<file path="src/rtl/fifo_pkg.sv">
// Shared constants and elaboration-time helpers for the parametrised FIFO.
package fifo_pkg;

    localparam int DEF_DATA_WIDTH = 8;
    localparam int DEF_ADDR_WIDTH = 4;
    localparam int DEF_AE_LEVEL   = 2;

    // Number of words addressed by a pointer of the given width.
    function automatic int fifo_depth(input int addr_width);
        return 1 << addr_width;
    endfunction

    // Pointer width must give between 4 and 1024 words.
    function automatic bit addr_width_ok(input int addr_width);
        return (addr_width >= 2) && (addr_width <= 10);
    endfunction

    // almost_full threshold must be reachable and non-trivial.
    function automatic bit af_level_ok(input int af_level, input int depth);
        return (af_level >= 1) && (af_level <= depth);
    endfunction

    // almost_empty threshold must leave the full state outside it.
    function automatic bit ae_level_ok(input int ae_level, input int depth);
        return (ae_level >= 0) && (ae_level <= depth - 1);
    endfunction

endpackage

</file>
<file path="src/rtl/fifo_ram_dp.sv">
// Simple dual-port RAM: one write port, one registered read-first read port.
module fifo_ram_dp
    import fifo_pkg::*;
#(
    parameter int DATA_WIDTH = DEF_DATA_WIDTH,
    parameter int ADDR_WIDTH = DEF_ADDR_WIDTH
) (
    input  logic                  clk,
    input  logic                  rst_n,
    input  logic                  wr_en,
    input  logic [ADDR_WIDTH-1:0] wr_addr,
    input  logic [DATA_WIDTH-1:0] wr_data,
    input  logic                  rd_en,
    input  logic [ADDR_WIDTH-1:0] rd_addr,
    output logic [DATA_WIDTH-1:0] rd_data
);

    localparam int DEPTH = fifo_depth(ADDR_WIDTH);

    logic [DATA_WIDTH-1:0] mem [DEPTH];

    // Storage array; contents deliberately left unreset so it maps onto block RAM.
    always_ff @(posedge clk) begin
        if (wr_en) begin
            mem[wr_addr] <= wr_data;
        end
    end

    // Output register: captures the old word on a same-address collision and
    // holds its value whenever no read is enabled.
    always_ff @(posedge clk or negedge rst_n) begin
        if (!rst_n) begin
            rd_data <= '0;
        end else if (rd_en) begin
            rd_data <= mem[rd_addr];
        end
    end

endmodule

</file>
<file path="src/rtl/sync_fifo_flags.sv">
// Single-clock FIFO with protected pointers, occupancy count, programmable
// almost-full/almost-empty flags and registered overflow/underflow pulses.
module sync_fifo_flags
    import fifo_pkg::*;
#(
    parameter int DATA_WIDTH = DEF_DATA_WIDTH,
    parameter int ADDR_WIDTH = DEF_ADDR_WIDTH,
    parameter int AF_LEVEL   = fifo_depth(ADDR_WIDTH) - 2,
    parameter int AE_LEVEL   = DEF_AE_LEVEL
) (
    input  logic                  clk,
    input  logic                  rst_n,
    input  logic                  wr_en,
    input  logic [DATA_WIDTH-1:0] wr_data,
    input  logic                  rd_en,
    output logic [DATA_WIDTH-1:0] rd_data,
    output logic                  rd_valid,
    output logic                  full,
    output logic                  empty,
    output logic                  almost_full,
    output logic                  almost_empty,
    output logic [ADDR_WIDTH:0]   count,
    output logic                  overflow,
    output logic                  underflow
);

    localparam int DEPTH = fifo_depth(ADDR_WIDTH);
    localparam int CW    = ADDR_WIDTH + 1;

    // Reject illegal parameter sets at elaboration.
    if (!addr_width_ok(ADDR_WIDTH)) begin : g_bad_addr_width
        $error("sync_fifo_flags: ADDR_WIDTH must be in 2..10");
    end
    if (!af_level_ok(AF_LEVEL, DEPTH)) begin : g_bad_af_level
        $error("sync_fifo_flags: AF_LEVEL must be in 1..DEPTH");
    end
    if (!ae_level_ok(AE_LEVEL, DEPTH)) begin : g_bad_ae_level
        $error("sync_fifo_flags: AE_LEVEL must be in 0..DEPTH-1");
    end

    logic [ADDR_WIDTH-1:0] wr_ptr;
    logic [ADDR_WIDTH-1:0] rd_ptr;
    logic [CW-1:0]         count_next;
    logic                  wr_acc;
    logic                  rd_acc;

    // Requests are only honoured when they cannot corrupt the pointers.
    assign wr_acc = wr_en && !full;
    assign rd_acc = rd_en && !empty;

    // Flags decode from the registered count, so they move only after an edge.
    assign full         = (count == CW'(DEPTH));
    assign empty        = (count == '0);
    assign almost_full  = (count >= CW'(AF_LEVEL));
    assign almost_empty = (count <= CW'(AE_LEVEL));

    // Occupancy change: +1 per accepted write, -1 per accepted read.
    always_comb begin
        count_next = count + CW'(wr_acc) - CW'(rd_acc);
    end

    // Pointer, count, read-valid and error-pulse registers.
    always_ff @(posedge clk or negedge rst_n) begin
        if (!rst_n) begin
            wr_ptr    <= '0;
            rd_ptr    <= '0;
            count     <= '0;
            rd_valid  <= 1'b0;
            overflow  <= 1'b0;
            underflow <= 1'b0;
        end else begin
            if (wr_acc) begin
                wr_ptr <= wr_ptr + ADDR_WIDTH'(1);
            end
            if (rd_acc) begin
                rd_ptr <= rd_ptr + ADDR_WIDTH'(1);
            end
            count     <= count_next;
            rd_valid  <= rd_acc;
            overflow  <= wr_en && full;
            underflow <= rd_en && empty;
        end
    end

    fifo_ram_dp #(
        .DATA_WIDTH (DATA_WIDTH),
        .ADDR_WIDTH (ADDR_WIDTH)
    ) u_ram (
        .clk     (clk),
        .rst_n   (rst_n),
        .wr_en   (wr_acc),
        .wr_addr (wr_ptr),
        .wr_data (wr_data),
        .rd_en   (rd_acc),
        .rd_addr (rd_ptr),
        .rd_data (rd_data)
    );

endmodule

</file>
<file path="config.mk">
export PLATFORM = sky130hd
export DESIGN_NAME = sync_fifo_flags
export DESIGN_NICKNAME = d
export VERILOG_FILES = /design/src/rtl/fifo_pkg.sv /design/src/rtl/fifo_ram_dp.sv /design/src/rtl/sync_fifo_flags.sv
export SDC_FILE = /design/constraint.sdc
export NUM_CORES = 1
export LEC_CHECK = 0
export BUFFER_PORTS_ARGS = -buffer_cell sky130_fd_sc_hd__buf_4
export CAP_MARGIN = 15
export CELL_PAD_IN_SITES_DETAIL_PLACEMENT = 1
export CELL_PAD_IN_SITES_GLOBAL_PLACEMENT = 2
export CORE_UTILIZATION = 47
export DETAILED_ROUTE_END_ITERATION = 6
export PLACE_DENSITY = 0.91
export SLEW_MARGIN = 20
export SYNTH_ARGS = -nofsm -noshare
export SYNTH_HDL_FRONTEND = slang
export SYNTH_SLANG_ARGS = --single-unit
export TNS_END_PERCENT = 1
</file>
<file path="constraint.sdc">
create_clock -name clk -period 3.4 [get_ports clk]
set_input_delay 0.17 -clock clk [delete_from_list [all_inputs] [get_ports clk]]
set_output_delay 0.17 -clock clk [all_outputs]
set_load 0.02 [all_outputs]
</file>
==> flow_summary.json, run 1 <==
{
  "endpoint_kind": "flop",
  "dp.cells": 518,
  "gr-total-overflow": 0,
  "slew_headroom_pct": 40.8,
  "required_ps": 3700,
  "syn_nets": 348,
  "root_buffer": "clkbuf_16",
  "io_pins": 32,
  "peakVddDrop_mv": 0.348,
  "ys_warn_count": 0,
  "synth_area_um2": 6230,
  "drv_slew": 0,
  "clk_latency_ps": 420,
  "ctsHoldBuffers": 1,
  "arrival_ps": 3410,
  "top_usage_layer": "met2",
  "grt_pass1_vias": 3444,
  "critical_path_class": "reg -> reg",
  "synthTopCellsByCount": "128 x edfxtp_1, 26 x mux4_2, 24 x dfrtp_1",
  "worst-path-max-fanout": 12,
  "outcome": "complete, no violations",
  "die-area_um2": 13700,
  "yosysMostFrequentCell": "edfxtp_1",
  "finalSetupViolCount": 0,
  "power_leakage_nw": 2.61,
  "hold_viol_final": 0,
  "cts_buffer_depth": 2,
  "use_met2_pct": 39.3,
  "core_um2": 12800,
  "drt_wl_total_mm": 14.4,
  "first_iter_violations": 178,
  "netlist_top_cells_area": "edfxtp_1 62%, dfrtp_1 9.6%, mux4_2 9.4%, ha_1 3.2%, mux2i_1 2.6%",
  "diodes": 0,
  "cellPowerDensity_nw_per_um2": 884,
  "via_count": 3067,
  "total_power_mw": 6.38,
  "area_growth_pct": 15.9,
  "holdWs_ps": 31.7,
  "ys_seq_area_share_pct": 71.3,
  "yosysTopAreaCellShare_pct": 61.7,
  "final_util_pct": 56.5,
  "syn_inst": 319,
  "clock.fmax_mhz": 321,
  "clk_pin_slew_ps": 60,
  "start_util_pct": 48.8,
  "cts_setup_buffers": 0,
  "grt_use_met1_pct": 28.5,
  "instances_no_fill": 551,
  "hpwlAfterDp_mm": 9.31,
  "htree_levels": 4,
  "setup_tns_ps": 0,
  "grt_usage_pct": 23.3,
  "period_share_pct": 91.5,
  "fp.dieW_um": 117,
  "grt_pass1_wl_mm": 21.4,
  "antenna_found_initial": 0,
  "synth_edf_count": 128,
  "routed_via_density": 5.57,
  "die_h_um": 117,
  "clkSinkCount": 152,
  "antenna_left": 0,
  "cts_resized": 0,
  "use_met3_pct": 4.89,
  "syn_avg_cell_area_um2": 19.5,
  "synth_top_area_cell": "edfxtp_1",
  "numCtsBuffers": 17,
  "synthDistinctLibCells": 37,
  "post-route-min-period_ps": 3110,
  "synth-seq-cells": 152,
  "min_path_type": "in -> reg",
  "avgRoutedWirePerCell_um": 26.2,
  "drc": 0,
  "cp-start-kind": "flop",
  "fp-row-count": 41,
  "async_reset_ff_share_pct": 15.8,
  "cts_tree": "done",
  "worst_slew_pin_slew_ps": 884,
  "layout.nets": 395,
  "finalClockSkew_ps": 6.48,
  "port_buffers": 31,
  "dr.pass1.iters": 4,
  "gp_congestion": 0.758,
  "rsz0062_at_grt": "false",
  "drive_gt1_share_pct": 25.3,
  "ys.flop_type": "edfxtp_1",
  "grt_max_degree": 35,
  "maxCapViolations": 0
}
[area by class of cell]
cell class | instances | area (µm²)
flip-flops and latches | 152 | 4440
multi-input cells | 135 | 1600
fillers | 1121 | 5550
clock buffers | 23 | 448
inverters | 18 | 67.6
repair buffers | 42 | 318
clock inverters | 9 | 129
well taps | 172 | 215
[state kept, by name (all words and copies together) (netlist names)]
name and flops:
u_ram.rd_data 8, u_ram.mem 128, overflow 1, underflow 1
rd_ptr 4, rd_valid 1, count 5, wr_ptr 4
[report_power, final]
| part | switching [mW] | internal, mW |
|---|---|---|
| Combinational | 1.11 | 0.887 |
| Sequential | 0.221 | 2.32 |
| Clock | 0.697 | 1.15 |
[through the flow]
stage | cell area, µm² | setup WS [ps]
2_1_floorplan | 6230 | 655
3_3_place_gp | 6630 | 499
3_5_place_dp | 6630 | 339
4_1_cts | 7220 | 264
5_1_grt | 7220 | 58.4
6_report | 7220 | 288
[critical path: stages (launching register included)]
cell and delay, ps:
dfrtp_1 430, inv_1 140, ha_1 180, or4b_4 500, inv_2 180, nor2_2 90
ha_1 300, inv_1 90, ha_1 200, inv_1 70, fa_1 410, o21bai_1 160
a21oi_1 90, xor2_1 140
[metal layers]
layer	routed length (µm)	up-vias
li1	-	1356
met1	5790	1612
met2	7590	78
met3	719	21
met4	316	0
met5	0	-
[cell families after synthesis]
logic type      Yosys count  synth area share (%)
mux                      50                  14.9
xor+xnor                  9                  1.26
flops                   152                  71.3
buf+inv                  32                  3.03
simple gates             37                  3.55
compound gates           22                  2.37
fa+ha+maj                17                  3.53
[path summary, 6_finish.rpt]
check	slack (ps)	start	cells past startpoint	to
hold / removal	30	wr_en	2	overflow$_DFF_PN0_
hold reg to reg	530	rd_ptr[3]$_DFFE_PN0P_	1	rd_ptr[3]$_DFFE_PN0P_
setup / recovery	290	count[2]$_DFF_PN0_	13	count[4]$_DFF_PN0_
max in group asynchronous	2930	rst_n	2	underflow$_DFF_PN0_
setup reg to reg	290	count[2]$_DFF_PN0_	13	count[4]$_DFF_PN0_
min in group asynchronous	200	rst_n	2	count[4]$_DFF_PN0_
[layout by cell type, fill, tap and decap left out, drive strengths merged, types with 2 or more instances in the layout]
master | Yosys | final
mux2i | 16 | 16
nand4 | 2 | 2
nor3 | 5 | 5
nand2 | 2 | 2
o21ai | 8 | 8
ha | 16 | 16
edfxtp | 128 | 128
dfrtp | 24 | 24
mux2 | 2 | 2
nand3 | 5 | 5
nor2 | 6 | 6
xnor2 | 5 | 5
mux4 | 32 | 32
xor2 | 4 | 4
clkbuf | 1 | 23
clkinv | 0 | 3
o221ai | 8 | 8
buf | 13 | 41
and2 | 10 | 10
bufinv | 0 | 3
a21oi | 3 | 3
o21bai | 2 | 2
inv | 18 | 18
clkinvlp | 0 | 3
Note: power is estimated with default switching activity, not from simulation.
==> run 2, diff against run 1 <==
--- a/config.mk
+++ b/config.mk
@@ -9,6 +9,7 @@
 export CAP_MARGIN = 15
 export CELL_PAD_IN_SITES_DETAIL_PLACEMENT = 1
 export CELL_PAD_IN_SITES_GLOBAL_PLACEMENT = 2
+export CORE_MARGIN = 4
 export CORE_UTILIZATION = 47
 export DETAILED_ROUTE_END_ITERATION = 6
 export PLACE_DENSITY = 0.91
==> run 2 against run 1 <==
Compared with the run above:
- hold slack worse by 2.0 ps
- critical endpoint unchanged
- clock power down 8%
- sequential share of layout area grew 0.39 points
- non-clock buffer count down 1
- combinational power shrank 4%
- global-route usage down 3.6 points
- fmax up 2.3%
- highest routed layer unchanged
- critical path depth did not move
- total power fell by 3.3%
- utilization decreased by 0.58 points
- register-to-register slack improved by 70 ps
==> flow_summary.json, run 2 (synthesis gave the netlist of run 1 again) <==
{
  "instances_no_fill": 550,
  "critical_path_class": "reg -> reg",
  "finalSetupViolCount": 0,
  "cp-start-kind": "flop",
  "critPathSlowestCell": "or4b_4",
  "drv_slew": 0,
  "post-route-min-period_ps": 3040,
  "endpoint_kind": "flop",
  "worst-path-max-fanout": 12,
  "fp.dieW_um": 123,
  "n_fill_cell": 1169,
  "clk_latency_ps": 420,
  "power_leakage_nw": 2.60,
  "drc": 0,
  "reg_top3": "u_ram.mem (128), u_ram.rd_data (8), count (5)",
  "dp.cells": 517,
  "routed_via_density": 5.52,
  "cts_resized": 0,
  "slew_headroom_pct": 40.9,
  "crit_family": "adder cells",
  "gp_congestion": 0.812,
  "critPathLaunch": "count[2]$_DFF_PN0_",
  "antenna_found_initial": 0,
  "die_h_um": 123,
  "grt_pass1_wl_mm": 20.8,
  "diodes": 0,
  "finalClockSkew_ps": 8.64,
  "r2r_slack_ps": 360,
  "first_iter_violations": 249,
  "outcome": "complete, no violations",
  "fin_area_um2": 7170,
  "area_growth_pct": 15.1,
  "clk_pin_slew_ps": 60,
  "largest-register": "u_ram.mem",
  "hold_viol_final": 0,
  "io_pins": 32,
  "die-area_um2": 15200,
  "antenna_left": 0,
  "via_count": 3036,
  "cp_num_cells": 13,
  "crit_chain": "inv_1 -> ha_1 -> or4b_4 -> inv_2 -> nor2_2 -> ha_1 -> inv_1 -> ha_1 -> inv_1 -> fa_1 -> o21bai_1 -> a21oi_1 -> xor2_1",
  "placed_area_um2": 6630,
  "clkSinkCount": 152,
  "reg2reg_to": "count[4]$_DFF_PN0_",
  "cellPowerDensity_nw_per_um2": 860,
  "final_common_cell": "edfxtp_1",
  "avgRoutedWirePerCell_um": 24.7,
  "hpwlAfterDp_mm": 9.20,
  "grt_usage_pct": 19.7,
  "dr.pass1.iters": 4,
  "setup_tns_ps": 0,
  "port_buffers": 31,
  "htree_levels": 4,
  "rsz0062_at_grt": "false",
  "root_buffer": "clkbuf_16",
  "worst-path-buf-inv": 4,
  "worst_slew_pin_slew_ps": 883,
  "fp-row-count": 41,
  "min_path_type": "in -> reg",
  "period_share_pct": 89.5,
  "arrival_ps": 3350,
  "core_um2": 12800,
  "clock.fmax_mhz": 329,
  "drt_wl_total_mm": 13.6,
  "start_util_pct": 48.6,
  "numCtsBuffers": 17,
  "cts_setup_buffers": 0,
  "layout_common_cells": "128 x edfxtp_1, 40 x buf_4, 26 x mux4_2",
  "grt_pass1_vias": 3317,
  "required_ps": 3700,
  "critPathCapture": "count[4]$_DFF_PN0_",
  "cts_buffer_depth": 2,
  "cts_tree": "done",
  "grt_max_degree": 35,
  "peakVddDrop_mv": 0.420,
  "r2r_start": "count[2]$_DFF_PN0_",
  "maxCapViolations": 0,
  "drive_gt1_share_pct": 25.7,
  "gr-total-overflow": 0,
  "r2r_cells": 13,
  "largest_register_ffs": 128,
  "slowest_delay_ps": 510,
  "layout.nets": 394
}
-- run 2: changes by cell type in the layout (fill, tap and decap cells not counted), sizes merged --
cell      delta
clkinv       +7
inv          +1
bufinv       -2
clkinvlp     -2
clkbuf       -4
buf          -1
-- run 2: layout make-up --
cell class                      count  area (µm²)  area share, %
Multi-Input combinational cell    135        1600           22.3
Clock buffer                       19         433           6.03
Sequential cell                   152        4440           61.9
Clock inverter                     13         106           1.48
Timing Repair Buffer               41         310           4.33
Tap cell                          172         215           3.00
Inverter                           18        67.6          0.942
-- run 2: how the worst min path moves through the flow --
stage	startpoint	to	slack [ps]	cells after the start
floorplan	rst_n	count[0]$_DFF_PN0_	-130	0
global placement	rst_n	wr_ptr[3]$_DFFE_PN0P_	90	1
detailed placement	rst_n	wr_ptr[3]$_DFFE_PN0P_	90	1
CTS	wr_en	overflow$_DFF_PN0_	10	2
global route	wr_en	overflow$_DFF_PN0_	30	2
finish	wr_en	overflow$_DFF_PN0_	30	2
-- run 2: power breakdown --
group | internal, mW | total [mW] | switching [mW]
sequential | 2.32 | 2.55 | 0.228
combinational | 0.884 | 1.92 | 1.04
clock | 0.998 | 1.71 | 0.710
total | 4.20 | 6.17 | 1.97
-- run 2: per-stage QoR --
stage	utilization [%]	setup WS, ps	hold WS [ps]	total power [mW]
CTS	55.9	343	13.9	6.23
global route	55.9	150	32.4	6.49
global placement	51.7	518	92.2	4.40
floorplan	-	655	-126	3.90
finish	55.9	358	29.7	6.17
detailed placement	51.7	391	88.7	4.50
-- run 2: timing repair --
action / 4_1_cts / 5_1_grt
endpoints found under the hold margin: 24 / 0
hold buffers: 1 / 0
setup endpoints to repair: 0 / 0
-- run 2: worst reg2reg max path: stages, from the launching register on --
cell      delay (ps)
dfrtp_1          430
inv_1            130
ha_1             200
or4b_4           510
inv_2            180
nor2_2           100
ha_1             310
inv_1             60
ha_1             170
inv_1             70
fa_1             410
o21bai_1         160
a21oi_1           90
xor2_1           140
-- run 2: layer usage --
metal | GRT usage, % | wire length (µm) | vias up
li1 | - | - | 1356
met1 | 26.5 | 5950 | 1595
met2 | 32.2 | 6960 | 74
met3 | 4.16 | 497 | 11
met4 | 6.85 | 187 | 0
met5 | 0 | 0 | -
==> run 3, diff against run 2 <==
--- a/config.mk
+++ b/config.mk
@@ -12,9 +12,10 @@
 export CORE_MARGIN = 4
 export CORE_UTILIZATION = 47
 export DETAILED_ROUTE_END_ITERATION = 6
-export PLACE_DENSITY = 0.91
+export PLACE_DENSITY = 0.86
 export SLEW_MARGIN = 20
 export SYNTH_ARGS = -nofsm -noshare
 export SYNTH_HDL_FRONTEND = slang
+export SYNTH_HIERARCHICAL = 1
 export SYNTH_SLANG_ARGS = --single-unit
 export TNS_END_PERCENT = 1
==> run 3 against run 2 <==
Compared with the run above:
- clock-buffer cell count grew 1
- total power grew 3.3%
- sequential power is essentially flat
- first-iteration DRC count grew 8.4%
- register-to-register slack gained 30 ps
- combinational power grew 3%
- cell count shrank 1.5%
- hold slack gained 26 ps
- wire length shrank 1.2%
- synthesized cell count shrank 1.6%
- synthesized area is essentially flat
==> flow_summary.json, run 3 <==
{
  "placed_area_um2": 6590,
  "fin_area_um2": 7180,
  "syn_nets": 340,
  "core_um2": 12800,
  "place_ws_ps": 36.3,
  "min_from": "wr_en",
  "instances_no_fill": 542,
  "yosysMostFrequentCell": "edfxtp_1",
  "worst_slew_pin_slew_ps": 916,
  "synth_edf_count": 128,
  "pwr-share-comb_pct": 31.0,
  "area_growth_pct": 15.4,
  "peakVddDrop_mv": 0.492,
  "ys_warn_count": 6,
  "htree_levels": 4,
  "setup_tns_ps": 0,
  "clkPwrFrac_pct": 28.5,
  "io_pins": 32,
  "required_ps": 3690,
  "cts_setup_buffers": 0,
  "setup_slack_ps": 388,
  "r2r_start": "count[2]$_DFF_PN0_",
  "dr.pass1.iters": 4,
  "gr-total-overflow": 0,
  "arrival_ps": 3300,
  "maxCapViolations": 0,
  "fp.dieW_um": 123,
  "slowest_delay_ps": 520,
  "power_leakage_nw": 2.56,
  "start_util_pct": 48.7,
  "largest_register_ffs": 128,
  "drt_wl_total_mm": 13.4,
  "async_reset_ff_share_pct": 15.8,
  "cell_internal_pwr_mw": 4.36,
  "routed_via_density": 5.58,
  "dp.cells": 509,
  "period_share_pct": 88.6,
  "die-area_um2": 15200,
  "critical_path_class": "reg -> reg",
  "post-route-min-period_ps": 3010,
  "reg_top3": "u_ram/mem (128), u_ram/rd_data (8), count (5)",
  "port_buffers": 31,
  "cts_tree": "done",
  "syn_inst": 314,
  "worst-path-max-fanout": 21,
  "finalSetupViolCount": 0,
  "diodes": 0,
  "drv_slew": 0,
  "largest-register": "u_ram/mem",
  "slew_headroom_pct": 38.9,
  "avgRoutedWirePerCell_um": 24.8,
  "clk_pin_slew_ps": 60,
  "switchingPower_mw": 2.01,
  "first_iter_violations": 270,
  "swShare_pct": 31.6,
  "synth_area_um2": 6230,
  "total_power_mw": 6.38,
  "layout_common_cells": "128 x edfxtp_1, 37 x buf_4, 26 x mux4_2",
  "ys_seq_area_share_pct": 71.4,
  "critPathSlowestCell": "nor2b_4",
  "drc": 0,
  "synth_top_area_cell": "edfxtp_1",
  "cellPowerDensity_nw_per_um2": 888,
  "crit_chain": "inv_1 -> ha_1 -> nor4b_4 -> nor2b_4 -> ha_1 -> inv_1 -> ha_1 -> inv_1 -> fa_1 -> o21bai_1 -> a21oi_1 -> xor2_1",
  "syn_avg_cell_area_um2": 19.8,
  "finalClockSkew_ps": 6.77,
  "grt_usage_pct": 19.9,
  "critPathLaunch": "count[2]$_DFF_PN0_",
  "clock.fmax_mhz": 332,
  "grt_pass1_wl_mm": 20.9,
  "antenna_left": 0,
  "die_h_um": 123,
  "fp-row-count": 41,
  "cts_buffer_depth": 2,
  "gp_congestion": 0.743,
  "synthTopCellsByCount": "128 x edfxtp_1, 26 x mux4_2, 24 x dfrtp_1, 24 x nor2_1, 13 x ha_1",
  "numCtsBuffers": 17,
  "outcome": "complete, no violations",
  "cp-start-kind": "flop",
  "root_buffer": "clkbuf_16",
  "p_seq_share_pct": 40.5,
  "holdWs_ps": 55.9,
  "antenna_found_initial": 0,
  "via_count": 3022,
  "hpwlAfterDp_mm": 8.67,
  "ys.flop_type": "edfxtp_1",
  "grt_pass1_vias": 3333,
  "drive_gt1_share_pct": 28.6,
  "synthDistinctLibCells": 37,
  "endpoint_kind": "flop",
  "netlist_top_cells_area": "edfxtp_1 62%, dfrtp_1 9.6%, mux4_2 9.4%, ha_1 2.6%, mux4_1 2.5%",
  "min_path_type": "in -> reg",
  "final_common_cell": "edfxtp_1",
  "yosysTopAreaCellShare_pct": 61.7,
  "final_util_pct": 56.2,
  "grt_max_degree": 35,
  "hold_viol_final": 0,
  "rsz0062_at_grt": "false",
  "clk_latency_ps": 410,
  "synth-seq-cells": 152,
  "clkSinkCount": 152,
  "layout.nets": 384
}
==> run 3: path summary, 6_finish.rpt <==
kind	depth (start not counted)	endpoint	slack [ps]
worst max-delay path	12	count[4]$_DFF_PN0_	390
worst min-delay path	2	overflow$_DFF_PN0_	60
worst max register to register	12	count[4]$_DFF_PN0_	390
worst min register to register	2	u_ram/rd_data[2]$_DFFE_PN0P_	580
max in group asynchronous	2	rd_ptr[2]$_DFFE_PN0P_	2950
min in group asynchronous	2	wr_ptr[3]$_DFFE_PN0P_	210
==> run 3: repair_timing <==
action | 4_1_cts | 5_1_grt
hold endpoints to repair | 25 | 0
endpoints found under the setup margin | 1 | 0
resized for setup | 1 | 0
hold buffers | 2 | 0
==> run 3: area by class of cell <==
class / instances / area (µm²)
clock buffer: 20 / 437
clock inverter: 11 / 131
fill: 1119 / 5590
inverter: 10 / 37.5
multi-input combinational: 138 / 1620
sequential: 152 / 4440
tap: 172 / 215
timing repair buffer: 39 / 298
==> run 3: power groups by stage <==
stage,logic [mW],registers [mW],clock network [mW]
2_1_floorplan,1.40,2.62,0
3_3_place_gp,1.93,2.60,0
3_5_place_dp,1.99,2.62,0
4_1_cts,2.01,2.59,1.85
5_1_grt,2.15,2.63,1.95
6_report,1.97,2.58,1.82
==> run 3: per-layer routing <==
layer / vias to the layer above / wire length [µm] / part of all wire (%) / global-route usage, %
met5: - / 0 / 0 / 0
met4: 0 / 139 / 1.0 / 6.85
met3: 9 / 735 / 5.5 / 4.85
met2: 82 / 6710 / 50 / 31.3
met1: 1596 / 5840 / 44 / 27.4
li1: 1335 / - / - / -
==> run 3: kinds of logic after synthesis <==
group	Yosys count	share of synthesized area, %
AO/OA/AOI/OAI	22	3.44
XOR/XNOR	9	1.27
adder cells (fa/ha/maj)	14	2.93
buffers and inverters	24	2.67
flip-flops	152	71.4
multiplexers	42	13.7
AND/OR/NAND/NOR	51	4.60
==> run 3: critical path, delay by kind of cell, from the launching register on <==
kind	cells	cell delay (ps)
xor gates and xnor gates	1	140
and+or+nand+nor	2	680
buffers and inverters	3	230
DFF	1	420
AOI/OAI and AO/OA	2	260
adders and majority gates	4	1160
